$ cat config.mk
export PLATFORM = sky130hd
export DESIGN_NAME = cp0_exc_unit
export DESIGN_NICKNAME = d
export VERILOG_FILES = /design/src/rtl/cp0_exc_unit.sv
export SDC_FILE = /design/constraint.sdc
export NUM_CORES = 1
export LEC_CHECK = 0
export CORE_ASPECT_RATIO = 1.25
export CORE_UTILIZATION = 52
export DETAILED_ROUTE_END_ITERATION = 16
export GPL_TIMING_DRIVEN = 0
export PLACE_DENSITY = 0.78
export SETUP_SLACK_MARGIN = 0.02
export SYNTH_ARGS = -nofsm -noshare
export SYNTH_HDL_FRONTEND = slang
export SYNTH_SLANG_ARGS = --single-unit
export TNS_END_PERCENT = 30
$ cat constraint.sdc
create_clock -name clk -period 7.2 [get_ports clk]
set_input_delay 2.16 -clock clk [delete_from_list [all_inputs] [get_ports clk]]
set_output_delay 2.16 -clock clk [all_outputs]
set_load 0.01 [all_outputs]
$ cat src/rtl/cp0_exc_unit.sv
// rtl/cp0_exc_unit.sv - CP0 register file and commit-stage exception/interrupt/eret sequencer
module cp0_exc_unit #(
    parameter logic [31:0] EXC_VECTOR      = 32'h0000_1000,
    parameter int          IRQ_SYNC_STAGES = 2
) (
    input  logic        clk,
    input  logic        reset,
    input  logic        commit_valid,
    input  logic [31:0] commit_pc,
    input  logic        exc_ri,
    input  logic        exc_sys,
    input  logic        exc_ov,
    input  logic        exc_ret,
    input  logic        cowrite,
    input  logic [4:0]  co_waddr,
    input  logic [31:0] co_wdata,
    input  logic [4:0]  co_raddr,
    output logic [31:0] co_rdata,
    input  logic        irq,
    output logic        user_mode,
    output logic        exc_flush,
    output logic [31:0] exc_pc
);

    localparam logic [4:0] REG_COUNT   = 5'd9;
    localparam logic [4:0] REG_COMPARE = 5'd11;
    localparam logic [4:0] REG_STATUS  = 5'd12;
    localparam logic [4:0] REG_CAUSE   = 5'd13;
    localparam logic [4:0] REG_EPC     = 5'd14;

    typedef enum logic {S_IDLE, S_FLUSH} state_e;

    state_e                     state_q, state_d;
    logic [31:0]                count_q, count_d, compare_q, compare_d;
    logic [31:0]                epc_q, epc_d, exc_pc_q, exc_pc_d;
    logic                       ie_q, ie_d, exl_q, exl_d, um_q, um_d;
    logic                       timer_q, timer_d;
    logic [1:0]                 ip_sw_q, ip_sw_d;
    logic [4:0]                 exccode_q, exccode_d;
    logic [IRQ_SYNC_STAGES-1:0] irq_sync_q;

    logic        irq_s, int_pending, take_exc, do_eret, do_write;
    logic [4:0]  exc_code;
    logic [31:0] cause_val;

    assign irq_s       = irq_sync_q[IRQ_SYNC_STAGES-1];
    assign cause_val   = {16'd0, timer_q, 4'd0, irq_s, ip_sw_q, 1'b0, exccode_q, 2'b00};
    assign int_pending = ie_q & ~exl_q & (|cause_val[15:8]);

    always_ff @(posedge clk or posedge reset) begin
        if (reset) state_q <= S_IDLE;
        else       state_q <= state_d;
    end

    // One event per cycle, decided by fixed priority; a losing cowrite is dropped.
    always_comb begin
        take_exc = 1'b0;
        exc_code = 5'd0;
        do_eret  = 1'b0;
        do_write = 1'b0;
        state_d  = S_IDLE;
        if (state_q == S_IDLE && commit_valid) begin
            if (exc_ri)           begin take_exc = 1'b1; exc_code = 5'd10; end
            else if (exc_sys)     begin take_exc = 1'b1; exc_code = 5'd8;  end
            else if (exc_ov)      begin take_exc = 1'b1; exc_code = 5'd12; end
            else if (int_pending) begin take_exc = 1'b1; exc_code = 5'd0;  end
            else if (exc_ret)     do_eret  = 1'b1;
            else if (cowrite)     do_write = 1'b1;
            if (take_exc || do_eret) state_d = S_FLUSH;
        end
    end

    always_comb begin
        exc_flush = (state_q == S_FLUSH);
        exc_pc    = exc_pc_q;
        user_mode = um_q & ~exl_q;
    end

    always_comb begin
        count_d   = count_q + 32'd1;
        compare_d = compare_q;
        timer_d   = timer_q | (count_q == compare_q);
        ie_d      = ie_q;
        exl_d     = exl_q;
        um_d      = um_q;
        ip_sw_d   = ip_sw_q;
        exccode_d = exccode_q;
        epc_d     = epc_q;
        exc_pc_d  = exc_pc_q;
        if (do_write) begin
            case (co_waddr)
                REG_COUNT:   count_d = co_wdata;
                REG_COMPARE: begin compare_d = co_wdata; timer_d = 1'b0; end
                REG_STATUS:  begin ie_d = co_wdata[0]; exl_d = co_wdata[1]; um_d = co_wdata[4]; end
                REG_CAUSE:   ip_sw_d = co_wdata[9:8];
                REG_EPC:     epc_d = co_wdata;
                default: ;
            endcase
        end
        if (take_exc) begin
            epc_d     = commit_pc;
            exccode_d = exc_code;
            exl_d     = 1'b1;
            exc_pc_d  = EXC_VECTOR;
        end
        if (do_eret) begin
            exl_d    = 1'b0;
            exc_pc_d = epc_q;
        end
    end

    always_ff @(posedge clk or posedge reset) begin
        if (reset) begin
            count_q    <= 32'd0;
            compare_q  <= 32'hFFFF_FFFF;
            epc_q      <= 32'd0;
            exc_pc_q   <= 32'd0;
            ie_q       <= 1'b0;
            exl_q      <= 1'b0;
            um_q       <= 1'b0;
            timer_q    <= 1'b0;
            ip_sw_q    <= 2'd0;
            exccode_q  <= 5'd0;
            irq_sync_q <= '0;
        end else begin
            count_q    <= count_d;
            compare_q  <= compare_d;
            epc_q      <= epc_d;
            exc_pc_q   <= exc_pc_d;
            ie_q       <= ie_d;
            exl_q      <= exl_d;
            um_q       <= um_d;
            timer_q    <= timer_d;
            ip_sw_q    <= ip_sw_d;
            exccode_q  <= exccode_d;
            irq_sync_q <= {irq_sync_q[IRQ_SYNC_STAGES-2:0], irq};
        end
    end

    always_comb begin
        co_rdata = 32'd0;
        case (co_raddr)
            REG_COUNT:   co_rdata = count_q;
            REG_COMPARE: co_rdata = compare_q;
            REG_STATUS:  co_rdata = {27'd0, um_q, 2'b00, exl_q, ie_q};
            REG_CAUSE:   co_rdata = cause_val;
            REG_EPC:     co_rdata = epc_q;
            default:     co_rdata = 32'd0;
        endcase
    end

endmodule

Yosys cells after proc, flatten, opt, wreduce, memory -nomap -nowiden
Cells that the tools add are included.
{ "totals": {"ff_bits": 142, "latchBits": 0, "ram_bits": 0, "romBits": 0, "input_bits": 83, "output_inout_bits": 66, "word_cells": 83, "memories": 0} }
{ "op_classes": {"add_sub_neg": 1, "mul": 0, "div": 0, "n_lt_le_gt_ge": 0, "eq_ne": 11, "shifts": 0, "muxes": 40, "bitwise": 6, "n_reduce_logical": 13} }
{ "ops": {"columns": ["cell", "count"], "rows": [
  ["$mux W32", 7],
  ["$pmux W32 S5", 1],
  ["$eq A5 B4 Y1 const B", 10],
  ["$add A32 B1 Y32 const B", 1],
  ["$eq A32 B32 Y1", 1],
  ["$mux W1", 28],
  ["$mux W4", 4],
  ["$reduce_and A2 Y1", 5],
  ["$reduce_bool A2 Y1", 3],
  ["$reduce_bool A3 Y1", 2],
  ["$reduce_or A4 Y1", 1],
  ["$and A1 B1 Y1", 3],
  ["$not A1 Y1", 2],
  ["$logic_and A1 B1 Y1", 1],
  ["$logic_or A1 B1 Y1", 1],
  ["$or A1 B1 Y1", 1]
]} }

Depth between registers and ports, before layout
Gate-level depths: netlist of the first run.
{ "depth": {"depth_word": 11, "depth_mapped": 8, "mapped_depth_nobuf": 6} }

Least setup slack after synthesis of the first run
No wires, ideal clock.
{ "synth_timing": {"path_kind": "input-to-output", "startpoint": "in co_raddr[1]", "endpoint": "out co_rdata[0]", "arrival_ps": 3499, "t_required_ps": 5040, "path_slack_ps": 1541, "path_stages": 5, "n_path_buf": 2, "cell_sequence": "clkbuf_1 -> buf_1 -> mux2i_1 -> nor2_1 -> a221o_1"} }
{ "synth_between": {"elab_chain_cells": 2, "word_cells_on_any_way": 6, "cone_classes": "5 x eq/ne; 1 x mux"} }
{ "synth_lines": {"columns": ["item", "line_no", "rtl"], "rows": [
  ["from (decl)", "17", "input logic [4:0] co_raddr,"],
  ["$eq A5 B4 Y1", "142", "case (co_raddr)"],
  ["$pmux W32 S5 (*)", "142", null],
  ["to (decl)", "18", "output logic [31:0] co_rdata,"]
]} }
Every way passes the cells marked *; elsewhere a longest branch is shown, timed or not.

Worst setup path in the final report of the first run
{ "layout_timing": {"startpoint": "in co_raddr[3]", "endpoint": "out co_rdata[4]"} }
Same word-level chain as after synthesis.

==> impl_metrics.csv, run 1 <==
group,metric,value,unit
power_and_ir_drop,power_switching,581,µW
clock_network,cts_buffers,17,
timing,slew_headroom,0.321,
floorplan,dieArea,14500,µm²
power_and_ir_drop,pwr-share-clk,0.410,
final_layout,utilization,0.710,
synthesis,syn_inst,687,
timing,fin_crit,6.91,ns
timing,fin_crit_sh,0.959,
place,dp_cells,1006,
timing,finalClockSkew,0.00812,ns
power_and_ir_drop,ir_drop,0.132,mV
setup_path,worstPathRequired,5.04,ns
synthesis,netlist_area,7270,µm²
synthesis,synth_cell_type_count,45,
setup_path,timing_worst_setup_path_type,"in -> out",
clock_network,cts.htree.levels,4,
min_path,holdPathStages,0,
job,cap_violations,0,
final_layout,layout_common_cells,"clkdlybuf4s50_1 (147), dfrtp_1 (108), nand2_1 (69), mux2i_1 (66), o21ai_0 (53)",
route,ant_nets,0,
final_layout,drive_gt1_frac,0.151,
power_and_ir_drop,combPwrFrac,0.152,
setup_path,start_kind,"primary input",
route,dr_total_vias,6192,
synthesis,synth_edf_count,0,
synthesis,ys_seq_area_frac,0.488,
synthesis,synth_area_per_cell,10.6,µm²
grt,groute.usage.overall,0.313,
setup_path,cp.arrival,4.75,ns
setup_path,end_kind,"output pin",
min_path,hp-class,"reg -> reg",
route,drt_pass1_iterations,5,
route,vias_per_cell,5.97,
synthesis,yosys_most_used_dff,"dfrtp_1",
final_layout,final_net_count,938,
timing,rsz0062_at_grt,"false",
clock_network,cts.sinks,140,
floorplan,die_h,134,µm
timing,hold_slack,0.375,ns
final_layout,diodes,0,
timing,layout_setup_ws,0.292,ns
power_and_ir_drop,p_sw_frac,0.277,
synthesis,syn-num-nets,771,
final_layout,syn_to_final_growth,31.6,%
grt,antenna_found_initial,0,
grt,grt_pass1_wl,34100,µm
timing,fin_setup_tns,0,ns
final_layout,stdcell_count,1038,
route,routedWlPerCell,20.6,µm
setup_path,worstPathMaxFanout,10,
grt,grt_overflow_total,0,
synthesis,yosysWarnings,0,
final_layout,final_common_cell,"clkdlybuf4s50_1",
route,drcViolationCount,0,
clock_network,cts_tree,"yes",
power_and_ir_drop,power_frac_seq,0.438,
route,wl,21400,µm
timing,report.final.setup_viol,0,
route,drtIter0Drc,444,
grt,grt_max_degree,101,
floorplan,die_w,108,µm
power_and_ir_drop,intPower,1.52,mW
setup_path,rr_worst_depth,5,
timing,worstMarginPinSlew,1.02,ns
status,status,"finished clean",
place,gp_congestion,0.910,
timing,max_freq,145,MHz
floorplan,core-area,13500,µm²
timing,hold_viol,0,
power_and_ir_drop,p_leak,4.07,nW
timing,slew_viol_final,0,
place,dp_worst_setup_slack,0.189,ns
place,place_hpwl,15500,µm
power_and_ir_drop,power.density,219,nW/µm²
grt,grt_pass1_vias,6370,
clock_network,clk_latency,0.42,ns
floorplan,fp-row-count,47,
place,portBuffers,147,
clock_network,clockRootBuffer,"clkbuf_16",
floorplan,io_pins,149,
clock_network,clock_path_buffers,2,
clock_network,clk_pin_slew_worst_paths,0.06,ns
synthesis,async_flop_share,1.00,
floorplan,start_util,0.540,
synthesis,synth_seq_cells,140,
## area by class of cell
cell class	count	area, µm²
flip-flops and latches	140	3540
fillers	1009	3900
multi-input cells	497	3460
inverters	6	27.5
clock inverters	14	146
clock buffers	18	429
plain buffers	44	240
well taps	171	214
repair buffers	148	1500
## logic make-up (layout without fill, tap and decap cells)
logic type / after synthesis / after routing / synth area share
simple gates: 193 / 193 / 0.130
flops: 140 / 140 / 0.488
compound gates: 137 / 137 / 0.119
mux: 104 / 104 / 0.150
xor+xnor: 62 / 62 / 0.0747
buf+inv: 50 / 230 / 0.0358
fa+ha+maj: 1 / 1 / 0.00172
## routing by layer
layer  track usage  vias up  part of all wire
met3        0.0510       46             0.050
li1              -     2794                 -
met4         0.145        0             0.034
met5             0        -                 0
met2         0.529      252              0.50
met1         0.390     3100              0.41
## through the flow
stage	area [µm²]	power [mW]
floorplan	7270	1.10
global placement	8950	1.23
detailed placement	8980	1.24
CTS	9560	2.10
global route	9560	2.17
finish	9560	2.10
## registers in the layout, indices dropped and copies added (netlist names)
signal and cells:
count_q 32, ip_sw_q 2, timer_q 1, ie_q 1
um_q 1, irq_sync_q 2, exc_flush 1, exl_q 1
epc_q 32, exccode_q 3, exc_pc 32, compare_q 32
## worst max-delay path, stage by stage
cell and delay [ns]:
clkdlybuf4s50_1 0.44, nor2b_1 0.16, nand2_1 0.13, nor3b_1 0.54, clkbuf_1 0.49, a21oi_1 0.13
o21ai_0 0.12, clkdlybuf4s50_1 0.58
## path summary, 6_finish.rpt
kind                          startpoint            end  slack [ns]
min in group asynchronous          reset      epc_q[31]        2.11
min reg2reg                irq_sync_q[0]  irq_sync_q[1]        0.37
min                        irq_sync_q[0]  irq_sync_q[1]        0.37
max in group asynchronous          reset  compare_q[23]        4.24
max reg2reg                        exl_q      epc_q[14]        4.40
max                          co_raddr[3]    co_rdata[4]        0.29
## power by group through the flow
stage / Combinational, mW / Sequential (mW) / Clock, mW
3_5_place_dp: 0.315 / 0.929 / 0
2_1_floorplan: 0.184 / 0.913 / 0
5_1_grt: 0.344 / 0.925 / 0.900
3_3_place_gp: 0.305 / 0.925 / 0
4_1_cts: 0.318 / 0.916 / 0.866
6_report: 0.319 / 0.918 / 0.860
## timing repair
action / CTS / global route
setup endpoints to repair: 0 / 12
hold endpoints to repair: 0 / 0
hold buffers: 0 / 0
setup buffers: 0 / 0
resized for setup: 0 / 4
## cells in the mapped netlist, drive strengths merged, types with 18 or more instances
library cell | n | share of area
nand4 | 18 | 0.015
o21ai | 59 | 0.041
mux2 | 38 | 0.059
xnor2 | 42 | 0.051
dfstp | 32 | 0.12
nand2 | 69 | 0.036
dfrtp | 108 | 0.37
mux2i | 66 | 0.091
nand3 | 18 | 0.012
xor2 | 20 | 0.024
nor2 | 50 | 0.026
buf | 20 | 0.020
a22o | 31 | 0.037
a21oi | 34 | 0.024
clkbuf | 24 | 0.012
Note: power is estimated with default switching activity, not from simulation.
==> run 2, diff against run 1 <==
- SETUP_SLACK_MARGIN: 0.02 -> 0.4
- SLEW_MARGIN: not set -> 20
==> impl_metrics.csv, run 2 (synthesized netlist as in run 1, its figures left out) <==
group,metric,value,unit
status,status,"finished clean",
grt,grt_pass1_wl,34300,µm
setup_path,timing_worst_setup_path_type,"in -> out",
timing,max_freq,146,MHz
setup_path,worstPathRequired,5.04,ns
setup_path,end_kind,"output pin",
route,vias_per_cell,5.98,
clock_network,clk_pin_slew_worst_paths,0.06,ns
floorplan,dieArea,14500,µm²
floorplan,die_h,134,µm
clock_network,cts_tree,"yes",
floorplan,fp-row-count,47,
timing,hold_slack,0.367,ns
grt,antenna_found_initial,0,
floorplan,io_pins,149,
setup_path,cp_cell_sequence,"clkdlybuf4s50_1 -> nor2b_1 -> nand2_1 -> nor3b_1 -> a221o_1 -> clkdlybuf4s50_1",
grt,grt_overflow_total,0,
grt,grt_max_degree,101,
setup_path,cpLargestDelayFamily,"simple AND/OR/NAND/NOR gates",
timing,fin_crit_sh,0.948,
clock_network,cts_buffers,17,
final_layout,syn_to_final_growth,32.4,%
setup_path,critPathBufInv,2,
final_layout,layout_common_cells,"clkdlybuf4s50_1 (147), dfrtp_1 (108), nand2_1 (69), mux2i_1 (66), o21ai_0 (53)",
timing,worstMarginPinSlew,1.08,ns
final_layout,drive_gt1_frac,0.153,
place,place_hpwl,15500,µm
setup_path,worstPathMaxFanout,6,
min_path,hp-class,"reg -> reg",
setup_path,crit_top_cell,"clkdlybuf4s50_1",
final_layout,diodes,0,
grt,grt_pass1_vias,6485,
power_and_ir_drop,power.density,226,nW/µm²
timing,fin_crit,6.83,ns
floorplan,die_w,108,µm
setup_path,cp.arrival,4.67,ns
clock_network,clockRootBuffer,"clkbuf_16",
route,drcViolationCount,0,
power_and_ir_drop,ir_drop,0.146,mV
job,cap_violations,0,
setup_path,start_kind,"primary input",
power_and_ir_drop,p_total,2.18,mW
timing,fin_setup_tns,0,ns
final_layout,utilization,0.714,
route,ant_nets,0,
power_and_ir_drop,p_leak,4.10,nW
floorplan,core-area,13500,µm²
place,portBuffers,147,
floorplan,start_util,0.540,
route,routedWlPerCell,20.9,µm
clock_network,clk_latency,0.43,ns
final_layout,final_common_cell,"clkdlybuf4s50_1",
timing,slew_headroom,0.281,
timing,hold_viol,0,
timing,rsz0062_at_grt,"false",
route,drt_pass1_iterations,5,
clock_network,clock_path_buffers,2,
place,placed_area,8990,µm²
timing,report.final.setup_viol,0,
final_layout,final_net_count,938,
route,wl,21700,µm
clock_network,cts.htree.levels,4,
timing,slew_viol_final,0,
clock_network,post_cts_buffers,0,
setup_path,max_stage_delay,0.89,ns
route,dr_total_vias,6206,
grt,groute.usage.overall,0.315,
final_layout,finalInstanceArea,9620,µm²
clock_network,cts.sinks,140,
place,gp_congestion,0.910,
setup_path,cp_slowest_cell,"nor3b_1",
timing,finalClockSkew,0.00831,ns
route,drtIter0Drc,361,
==> run 2: final timing paths <==
path,start,to,slack (ns),cells past startpoint
min,irq_sync_q[0],irq_sync_q[1],0.37,0
min in group asynchronous,reset,epc_q[31],2.11,2
max,co_raddr[3],co_rdata[10],0.37,6
max in group asynchronous,reset,compare_q[21],4.28,3
min reg2reg,irq_sync_q[0],irq_sync_q[1],0.37,0
max reg2reg,exl_q,epc_q[14],4.40,5
==> run 2: final cells by class <==
type,instances,area [µm²]
Clock buffer,18,429
Timing Repair Buffer,148,1500
Buffer,44,241
Clock inverter,14,195
Sequential cell,140,3540
Tap cell,171,214
Fill cell,1005,3850
Inverter,6,30.0
Multi-Input combinational cell,497,3470
==> run 2: repair_timing <==
| action | in CTS | in global routing |
|---|---|---|
| resized for setup | 3 | 2 |
| setup endpoints to repair | 30 | 10 |
| hold buffers | 0 | 0 |
==> run 2: per-stage QoR <==
step	setup WS (ns)	cells
after CTS	0.498	1038
after detailed placement	0.180	1006
after global placement	-0.489	1005
final	0.372	1038
after global routing	0.409	1038
after floorplan	1.34	687
==> run 2: report_power, final <==
part	switching, mW	internal (mW)
Clock	0.358	0.581
Combinational	0.168	0.152
Sequential	0.0635	0.855
==> run 2: per-layer routing <==
layer / global-route usage / wire [µm]
met1: 0.382 / 8560
met2: 0.538 / 10900
met3: 0.0554 / 1360
met4: 0.153 / 854
met5: 0 / 0
